[src/rtl/diaosi_types_pkg.sv]
// Shared types for the pipeline sequencing controller.
package diaosi_types_pkg;

  typedef enum logic [1:0] {
    RUN    = 2'd0,
    DWAIT  = 2'd1,
    HALTED = 2'd2
  } pctl_state_t;

  localparam int unsigned PCTL_REG_W = 5;

endpackage

[src/rtl/hazard_detect.sv]
// Load-use hazard compare: a load in EX whose destination is read by the instruction in ID.
module hazard_detect
  import diaosi_types_pkg::*;
#(
  parameter int unsigned REG_W = PCTL_REG_W
) (
  input  logic             ex_dren,
  input  logic             ex_wen,
  input  logic [REG_W-1:0] ex_wsel,
  input  logic [REG_W-1:0] id_rs,
  input  logic [REG_W-1:0] id_rt,
  input  logic             id_uses_rt,
  output logic             load_use
);

  logic dst_live;
  logic rs_match;
  logic rt_match;

  // Register 0 is hardwired, so a load targeting it can never create a hazard.
  assign dst_live = ex_dren & ex_wen & (ex_wsel != '0);
  assign rs_match = (ex_wsel == id_rs);
  assign rt_match = id_uses_rt & (ex_wsel == id_rt);
  assign load_use = dst_live & (rs_match | rt_match);

endmodule

[src/rtl/pipeline_ctrl.sv]
// Pipeline latch/PC sequencing controller with memory-wait and halted states.
// Optional performance counters are built when PIPE_PERF_CNT_EN is defined.
module pipeline_ctrl
  import diaosi_types_pkg::*;
#(
  parameter int unsigned REG_W = PCTL_REG_W
) (
  input  logic             CLK,
  input  logic             nRST,
  input  logic             ihit,
  input  logic             dhit,
  input  logic             mem_dren,
  input  logic             mem_dwen,
  input  logic             mem_redirect,
  input  logic             mem_halt,
  input  logic             ex_dren,
  input  logic             ex_wen,
  input  logic [REG_W-1:0] ex_wsel,
  input  logic [REG_W-1:0] id_rs,
  input  logic [REG_W-1:0] id_rt,
  input  logic             id_uses_rt,
  output logic             pc_en,
  output logic             ifid_en,
  output logic             ifid_flush,
  output logic             idex_en,
  output logic             idex_flush,
  output logic             exmem_en,
  output logic             exmem_flush,
  output logic             memwb_en,
  output logic             halt
`ifdef PIPE_PERF_CNT_EN
  ,
  output logic [31:0]      cyc_cnt,
  output logic [31:0]      stall_cnt,
  output logic [31:0]      flush_cnt
`endif
);

  pctl_state_t state_reg;
  pctl_state_t state_next;
  logic        halt_reg;
  logic        load_use;
  logic        mem_ready;
  logic        active;
  logic        halt_accept;
  logic        redirect_accept;

  logic pc_en_dec;
  logic ifid_en_dec;
  logic ifid_flush_dec;
  logic idex_en_dec;
  logic idex_flush_dec;
  logic exmem_en_dec;
  logic exmem_flush_dec;
  logic memwb_en_dec;

  hazard_detect #(
    .REG_W (REG_W)
  ) u_hazard_detect (
    .ex_dren    (ex_dren),
    .ex_wen     (ex_wen),
    .ex_wsel    (ex_wsel),
    .id_rs      (id_rs),
    .id_rt      (id_rt),
    .id_uses_rt (id_uses_rt),
    .load_use   (load_use)
  );

  assign mem_ready       = !(mem_dren | mem_dwen) | dhit;
  assign active          = (state_reg != HALTED);
  assign halt_accept     = active & mem_ready & mem_halt;
  assign redirect_accept = active & mem_ready & !mem_halt & mem_redirect;

  always_ff @(posedge CLK or negedge nRST) begin
    if (!nRST) begin
      state_reg <= RUN;
      halt_reg  <= 1'b0;
    end else begin
      state_reg <= state_next;
      if (halt_accept) begin
        halt_reg <= 1'b1;
      end
    end
  end

  // RUN and DWAIT share the same priority chain; DWAIT only differs in how it was entered.
  always_comb begin
    state_next      = state_reg;
    pc_en_dec       = 1'b0;
    ifid_en_dec     = 1'b0;
    ifid_flush_dec  = 1'b0;
    idex_en_dec     = 1'b0;
    idex_flush_dec  = 1'b0;
    exmem_en_dec    = 1'b0;
    exmem_flush_dec = 1'b0;
    memwb_en_dec    = 1'b0;
    case (state_reg)
      RUN, DWAIT: begin
        if (!mem_ready) begin
          state_next = DWAIT;
        end else if (mem_halt) begin
          state_next      = HALTED;
          exmem_en_dec    = 1'b1;
          exmem_flush_dec = 1'b1;
          memwb_en_dec    = 1'b1;
        end else if (mem_redirect) begin
          state_next      = RUN;
          pc_en_dec       = 1'b1;
          ifid_en_dec     = 1'b1;
          ifid_flush_dec  = 1'b1;
          idex_en_dec     = 1'b1;
          idex_flush_dec  = 1'b1;
          exmem_en_dec    = 1'b1;
          exmem_flush_dec = 1'b1;
          memwb_en_dec    = 1'b1;
        end else if (load_use) begin
          // IF/ID simply holds; a pending fetch miss is retried next cycle.
          state_next     = RUN;
          idex_en_dec    = 1'b1;
          idex_flush_dec = 1'b1;
          exmem_en_dec   = 1'b1;
          memwb_en_dec   = 1'b1;
        end else if (!ihit) begin
          state_next     = RUN;
          ifid_en_dec    = 1'b1;
          ifid_flush_dec = 1'b1;
          idex_en_dec    = 1'b1;
          exmem_en_dec   = 1'b1;
          memwb_en_dec   = 1'b1;
        end else begin
          state_next   = RUN;
          pc_en_dec    = 1'b1;
          ifid_en_dec  = 1'b1;
          idex_en_dec  = 1'b1;
          exmem_en_dec = 1'b1;
          memwb_en_dec = 1'b1;
        end
      end
      default: begin
        state_next = HALTED;
      end
    endcase
  end

  // Latches must not move while reset is held, even though the decode is combinational.
  assign pc_en       = pc_en_dec       & nRST;
  assign ifid_en     = ifid_en_dec     & nRST;
  assign ifid_flush  = ifid_flush_dec  & nRST;
  assign idex_en     = idex_en_dec     & nRST;
  assign idex_flush  = idex_flush_dec  & nRST;
  assign exmem_en    = exmem_en_dec    & nRST;
  assign exmem_flush = exmem_flush_dec & nRST;
  assign memwb_en    = memwb_en_dec    & nRST;
  assign halt        = halt_reg;

`ifdef PIPE_PERF_CNT_EN
  logic [31:0] cyc_cnt_reg;
  logic [31:0] stall_cnt_reg;
  logic [31:0] flush_cnt_reg;

  always_ff @(posedge CLK or negedge nRST) begin
    if (!nRST) begin
      cyc_cnt_reg   <= '0;
      stall_cnt_reg <= '0;
      flush_cnt_reg <= '0;
    end else if (active) begin
      cyc_cnt_reg <= cyc_cnt_reg + 32'd1;
      if (!pc_en_dec) begin
        stall_cnt_reg <= stall_cnt_reg + 32'd1;
      end
      if (redirect_accept) begin
        flush_cnt_reg <= flush_cnt_reg + 32'd1;
      end
    end
  end

  assign cyc_cnt   = cyc_cnt_reg;
  assign stall_cnt = stall_cnt_reg;
  assign flush_cnt = flush_cnt_reg;
`else
  logic unused_redirect_accept;
  assign unused_redirect_accept = redirect_accept;
`endif

endmodule

[config.mk]
export PLATFORM = sky130hd
export DESIGN_NAME = pipeline_ctrl
export DESIGN_NICKNAME = d
export VERILOG_FILES = /design/src/rtl/diaosi_types_pkg.sv /design/src/rtl/hazard_detect.sv /design/src/rtl/pipeline_ctrl.sv
export SDC_FILE = /design/constraint.sdc
export NUM_CORES = 1
export LEC_CHECK = 0
export CORE_AREA = 2 2 39 41
export CTS_CLUSTER_DIAMETER = 80
export DETAILED_ROUTE_END_ITERATION = 7
export DIE_AREA = 0 0 41 43
export GPL_TIMING_DRIVEN = 0
export PLACE_DENSITY = 0.71
export SYNTH_ARGS = -nofsm -noshare
export SYNTH_HDL_FRONTEND = slang
export SYNTH_SLANG_ARGS = --single-unit
[constraint.sdc]
create_clock -name CLK -period 3.7 [get_ports CLK]
set_clock_uncertainty 0.05 [all_clocks]
set_input_delay 0.555 -clock CLK [delete_from_list [all_inputs] [get_ports CLK]]
set_output_delay 0.555 -clock CLK [all_outputs]
set_load 0.02 [all_outputs]
# After elaboration in Yosys (flattened, before gate mapping)

Index checks and enable logic that the tools add are counted.

Register bits: 3
Input port bits: 26
Word-level logic and storage cells: 60

Equality and inequality tests: 4
Muxes and demuxes: 34
Bitwise logic cells: 16
Reductions and logical operators: 4

Operator list:

| kind                 | number |
|---|---|
| $mux W1              | 31 |
| $and A1 B1 Y1        | 13 |
| $eq A5 B5 Y1         | 2 |
| $mux W2              | 3 |
| $reduce_bool A5 Y1   | 1 |
| $or A1 B1 Y1         | 3 |
| $eq A2 B1 Y1 const B | 1 |
| $logic_not A2 Y1     | 1 |
| $ne A2 B2 Y1 const B | 1 |
| $reduce_or A2 Y1     | 1 |
| $logic_not A1 Y1     | 1 |

# Longest topological paths before layout

Gate-level depths: netlist of run 1.

Word-level depth: 10
Depth in mapped cells: 4
Gate-level depth less buffers: 4

# Modules after synthesis

From an unflattened synthesis of run 1, not the netlist that was laid out.

Cell total of the unflattened synthesis: 40
Area total of the unflattened synthesis: 345.3 µm²

Modules (own cells, without submodules):

| module        | instances | cells an instance | area an instance (µm²) | sequential area each (µm²) |
|---|---|---|---|---|
| pipeline_ctrl | 1         | 23                | 211.5                  | 75.1 |
| hazard_detect | 1         | 17                | 133.9                  | 0.0 |

# Worst setup path before layout of run 1

OpenSTA, ideal clock, no wires.

Path kind: input port to output port
Start: input port ex_wsel[0]
End: output port ifid_flush
Arrival time: 1.693 ns
Data required time: 3.095 ns
Slack: 1.402 ns
Stages on the path: 4
Cells stage by stage: or4_1 -> o211ai_2 -> nor2_1 -> a21oi_1

Cells in the longest elaborated chain, start to end: 10
Elaborated cells on any way between the ends: 13
Those cells by class: 2 x eq/ne; 5 x mux; 5 x bitwise; 1 x reduce/logical

RTL lines:

| item              | RTL line             | source |
|---|---|---|
| from (decl)       | pipeline_ctrl.sv:18  | `input logic [REG_W-1:0] ex_wsel,` |
| $eq A5 B5 Y1      | hazard_detect.sv:23  | `assign rt_match = id_uses_rt & (ex_wsel == id_rt);` |
| $and A1 B1 Y1     | hazard_detect.sv:23  |  |
| $or A1 B1 Y1      | hazard_detect.sv:24  | `assign load_use = dst_live & (rs_match \| rt_match);` |
| $and A1 B1 Y1 (*) | hazard_detect.sv:24  |  |
| $mux W1 (*)       | pipeline_ctrl.sv:116 | `end else if (load_use) begin` |
| $mux W1 (*)       | pipeline_ctrl.sv:106 | `end else if (mem_redirect) begin` |
| $mux W1 (*)       | pipeline_ctrl.sv:101 | `end else if (mem_halt) begin` |
| $mux W1 (*)       | pipeline_ctrl.sv:99  | `if (!mem_ready) begin` |
| $mux W1 (*)       | pipeline_ctrl.sv:97  | `case (state_reg)` |
| $and A1 B1 Y1 (*) | pipeline_ctrl.sv:148 | `assign ifid_flush = ifid_flush_dec & nRST;` |
| to (decl)         | pipeline_ctrl.sv:24  | `output logic ifid_flush,` |

Every way passes the cells marked *; elsewhere a longest branch is shown, timed or not.

# Final worst setup path of run 1

Start: input port ex_wsel[0]
End: output port ifid_en

Cells in the longest elaborated chain, start to end: 10
Elaborated cells on any way between the ends: 13
Those cells by class: 2 x eq/ne; 5 x mux; 5 x bitwise; 1 x reduce/logical

RTL lines:

| item              | RTL line             | source |
|---|---|---|
| $eq A5 B5 Y1      | hazard_detect.sv:23  |  |
| $and A1 B1 Y1     | hazard_detect.sv:23  |  |
| $or A1 B1 Y1      | hazard_detect.sv:24  |  |
| $and A1 B1 Y1 (*) | hazard_detect.sv:24  |  |
| $mux W1 (*)       | pipeline_ctrl.sv:116 |  |
| $mux W1 (*)       | pipeline_ctrl.sv:106 |  |
| $mux W1 (*)       | pipeline_ctrl.sv:101 |  |
| $mux W1 (*)       | pipeline_ctrl.sv:99  |  |
| $mux W1 (*)       | pipeline_ctrl.sv:97  |  |
| $and A1 B1 Y1 (*) | pipeline_ctrl.sv:147 | `assign ifid_en = ifid_en_dec & nRST;` |
| to (decl)         | pipeline_ctrl.sv:23  | `output logic ifid_en,` |

Marked as above.

==> results, run 1 <==
- The run finished with clean final reports.
- On the worst path, the slowest cell contributes a delay of a little over 600 ps.
- The global-route usage over all layers is roughly an eighth.
- The DRC violations left is 0.
- In this run the post-CTS setup repair buffer count came out at 0.
- Each instance of the synthesized netlist takes up on average 8.06 µm².
- The share of synthesized area in the top cell type comes to 26.5%.
- The chip width is slightly above 40 µm.
- The signal on the critical path passes through clkdlybuf4s50_1 -> or4_1 -> o211ai_2 -> nor2_1 -> a21boi_1 -> clkdlybuf4s50_1.
- The startpoint type of the worst setup path is a primary input.
- The total number of vias is a little over 400.
- The fraction of the yosys area taken by sequential cells is 22.7%.
- The leakage component of the power is approximately 0.00027 µW.
- The design draws about 150 µW.
- The pre-CTS worst setup slack is ~390 ps.
- The tightest min-delay check is of the flop to flop type.
- The core region is ~1400 µm².
- The synthesized design spends more area on one cell type than any other, namely xnor2_1.
- The library cell used most frequently in the layout, excluding fill and tap cells, is clkdlybuf4s50_1.
- The setup slack of the critical path after layout is slightly above 400 ps.
- The area added between synthesis and finish is 117%.
- The count of antenna diodes in the layout is 0.
- The total number of clock tree sinks is 3.
- The number of nets in the synthesized netlist is between 60 and 70.
- The congestion estimate from routability-driven global placement came to about 0.63.
- The total number of placement rows is 14.
- The overall routed net length is ~900 µm.
- Entering global routing, the biggest net connects 6 pins.
- The power density of the placed cells is ~200 nW/µm².
- The floorplan step defined a die boundary enclosing 1760 µm².
- After the flow finishes, the layout carries non-filler instances totaling 95.
- The number of different library cells in the post-synthesis netlist is 21.
- The clock period minus worst slack is roughly 3300 ps.
- The top-level I/O count is 35.
- The die height is around 43 µm.
- Setup violations remaining at the end of the flow were counted as 0.
- The synthesized design contains 3 register bits.
- The number of port buffers is 34.
- In the routed layout, each cell is associated on average with a via count of between 4 and 5.
- The post-synth design cell area is between 300 and 400 µm².
- The highest net fanout along the worst path is 3.
- The initial antenna violation count came to 0.
- The count of endpoints failing hold in the final timing report was 0.
- The transition time of the tightest slew-check pin is around 310 ps.
- Synthesis handed over a netlist of a little over 40 instances.
- The share of layout cells above drive strength 1 is under 10%.
- The total placed cells including tap cells is ~90.
- In the post-synthesis netlist, the biggest area contributors are xnor2_1 (27%), dfrtp_1 (23%), nor2_1 (4.5%), o21bai_1 (4.5%), and4bb_2 (3.8%).
- The first detailed-routing pass ran for 2 iterations.
- The starting density of the core is 23.9%.
- The number of gates given a new drive strength after cts is 0.
- The hold-fix buffer count after cts is 0.
- The standard cell with the maximum stage delay on the critical path is clkdlybuf4s50_1.
- The routed length per placed instance is ~9.4 µm.
- The cell occurring most often along the worst timing path is clkdlybuf4s50_1.
- The insertion delay to the later sink of the worst-skew pair is about 230 ps.
- Clock-pin slew was measured on the worst setup and hold paths at ~40 ps.
- The post-detailed-placement half-perimeter wirelength is around 800 µm.
- In the layout the commonest cells are clkdlybuf4s50_1 (34), xnor2_1 (10), nor2_1 (4).
- The global-route wire length before repair is between 1000 and 1500 µm.
- The cell chosen for the clock root is clkbuf_4.
- For this run, the number of Yosys warnings is 0.
- The via count of the first global-routing pass is around 380.
- The maximum clock frequency is 304 MHz.
- The number of clock buffers added by TritonCTS is 3.
- The total overflow left after global routing is 0.
- The number of nets still failing antenna checks after routing is 0.
- Of the available clock period, the critical path in the final layout requires 89.0%.
- By startpoint and endpoint, the worst setup path is classified as primary input to primary output.
- The required time at the worst-slack endpoint is around 3100 ps.
- Adding up every negative setup slack in the final design gives 0 ps.
- The number of design-rule violations left by the first detailed-router iteration is 4.
- The worst-case headroom to the max-slew limit is 79.5%.
- The count of nets after finishing is roughly 110.
- TritonCTS built the clock tree.
- The reported max-cap violation count is 0.
- The largest vdd supply drop is approximately 170 µV.
- The register with the most flip-flops in the layout has 2 of them.
- The category of the worst setup path capture point is a primary output.
- The arrival time of the worst setup path is between 2000 and 3000 ps.
- In this run the deepest clock path goes through 2 buffers.
- The final-report max-slew violation count is 0.
- The count of H-tree levels built during CTS is 1.
- Setup repair after global routing left no endpoint under its margin.
==> cell families (layout without fill, tap and decap cells) <==
family | after synthesis | in the layout | synth area share [%]
XOR/XNOR | 10 | 10 | 26.5
AND/OR/NAND/NOR | 15 | 15 | 25.0
AO/OA/AOI/OAI | 10 | 10 | 21.2
buffers and inverters | 3 | 41 | 4.55
flip-flops | 3 | 3 | 22.7
==> per-stage QoR <==
stage	hold WS [ps]	cell area, µm²	utilization, %
4_1_cts	424	717	51.8
3_3_place_gp	412	691	49.9
2_1_floorplan	209	330	-
3_5_place_dp	412	691	49.9
5_1_grt	461	717	51.8
6_report	417	717	51.8
==> cell usage after synthesis <==
cell / n
nand2b_1: 1
or4_1: 1
o21bai_1: 2
o211ai_2: 1
nand3b_1: 1
nand3_1: 1
dfrtp_1: 3
xnor2_1: 10
nor3_1: 1
nand4_1: 1
a21oi_1: 2
buf_4: 1
a22o_1: 1
o22ai_1: 1
nor2_1: 4
inv_1: 2
and4bb_2: 1
nand2_1: 3
a21boi_1: 1
o21ai_0: 2
nor2b_1: 1
==> final timing paths <==
path,startpoint,endpoint,slack [ps],cells after the start
setup / recovery,ex_wsel[0],ifid_en,410,6
hold / removal,halt$_DFFE_PN0P_,halt$_DFFE_PN0P_,420,1
setup reg to reg,state_reg[1]$_DFF_PN0_,halt$_DFFE_PN0P_,2920,2
hold reg to reg,halt$_DFFE_PN0P_,halt$_DFFE_PN0P_,420,1
max in group asynchronous,nRST,state_reg[0]$_DFF_PN0_,2950,1
min in group asynchronous,nRST,halt$_DFFE_PN0P_,480,1
==> per-layer routing <==
| layer | vias to the layer above | wire length [µm] | GRT usage (%) |
|---|---|---|---|
| met1 | 178 | 356 | 13.6 |
| met5 | - | 0 | 0 |
| met2 | 18 | 462 | 18.1 |
| met4 | 0 | 0 | 8.00 |
| li1 | 219 | - | - |
| met3 | 0 | 72 | 4.71 |
==> critical path, delay by kind of cell <==
family	cells	cell delay, ps
AOI/OAI and AO/OA	2	370
and+or+nand+nor	2	670
buffers and inverters	2	1090
==> power breakdown <==
| group | leakage, µW | internal (µW) | switching, µW |
|---|---|---|---|
| Combinational | 0.000217 | 36.4 | 17.9 |
| Clock | 0.0000150 | 40.4 | 16.6 |
| Sequential | 0.0000331 | 34.7 | 0.626 |
==> layout make-up <==
cell class / instances / area [µm²]
flip-flops and latches: 3 / 75.1
repair buffers: 34 / 340
inverters: 2 / 7.51
well taps: 16 / 20.0
clock buffers: 4 / 26.3
multi-input cells: 35 / 240
fillers: 139 / 667
plain buffers: 1 / 7.51
Note: power is estimated with default switching activity, not from simulation.
==> inputs of run 2 (changes only) <==
- CTS_CLUSTER_DIAMETER: 80 -> unset
==> results of run 2 <==
Same layout as run 1: the final DEF is identical, and so are final timing and power.
==> inputs of run 3 (changes only) <==
- CTS_CLUSTER_DIAMETER: unset -> 80
==> results of run 3 <==
Same layout as run 1: the final DEF is identical, and so are final timing and power.
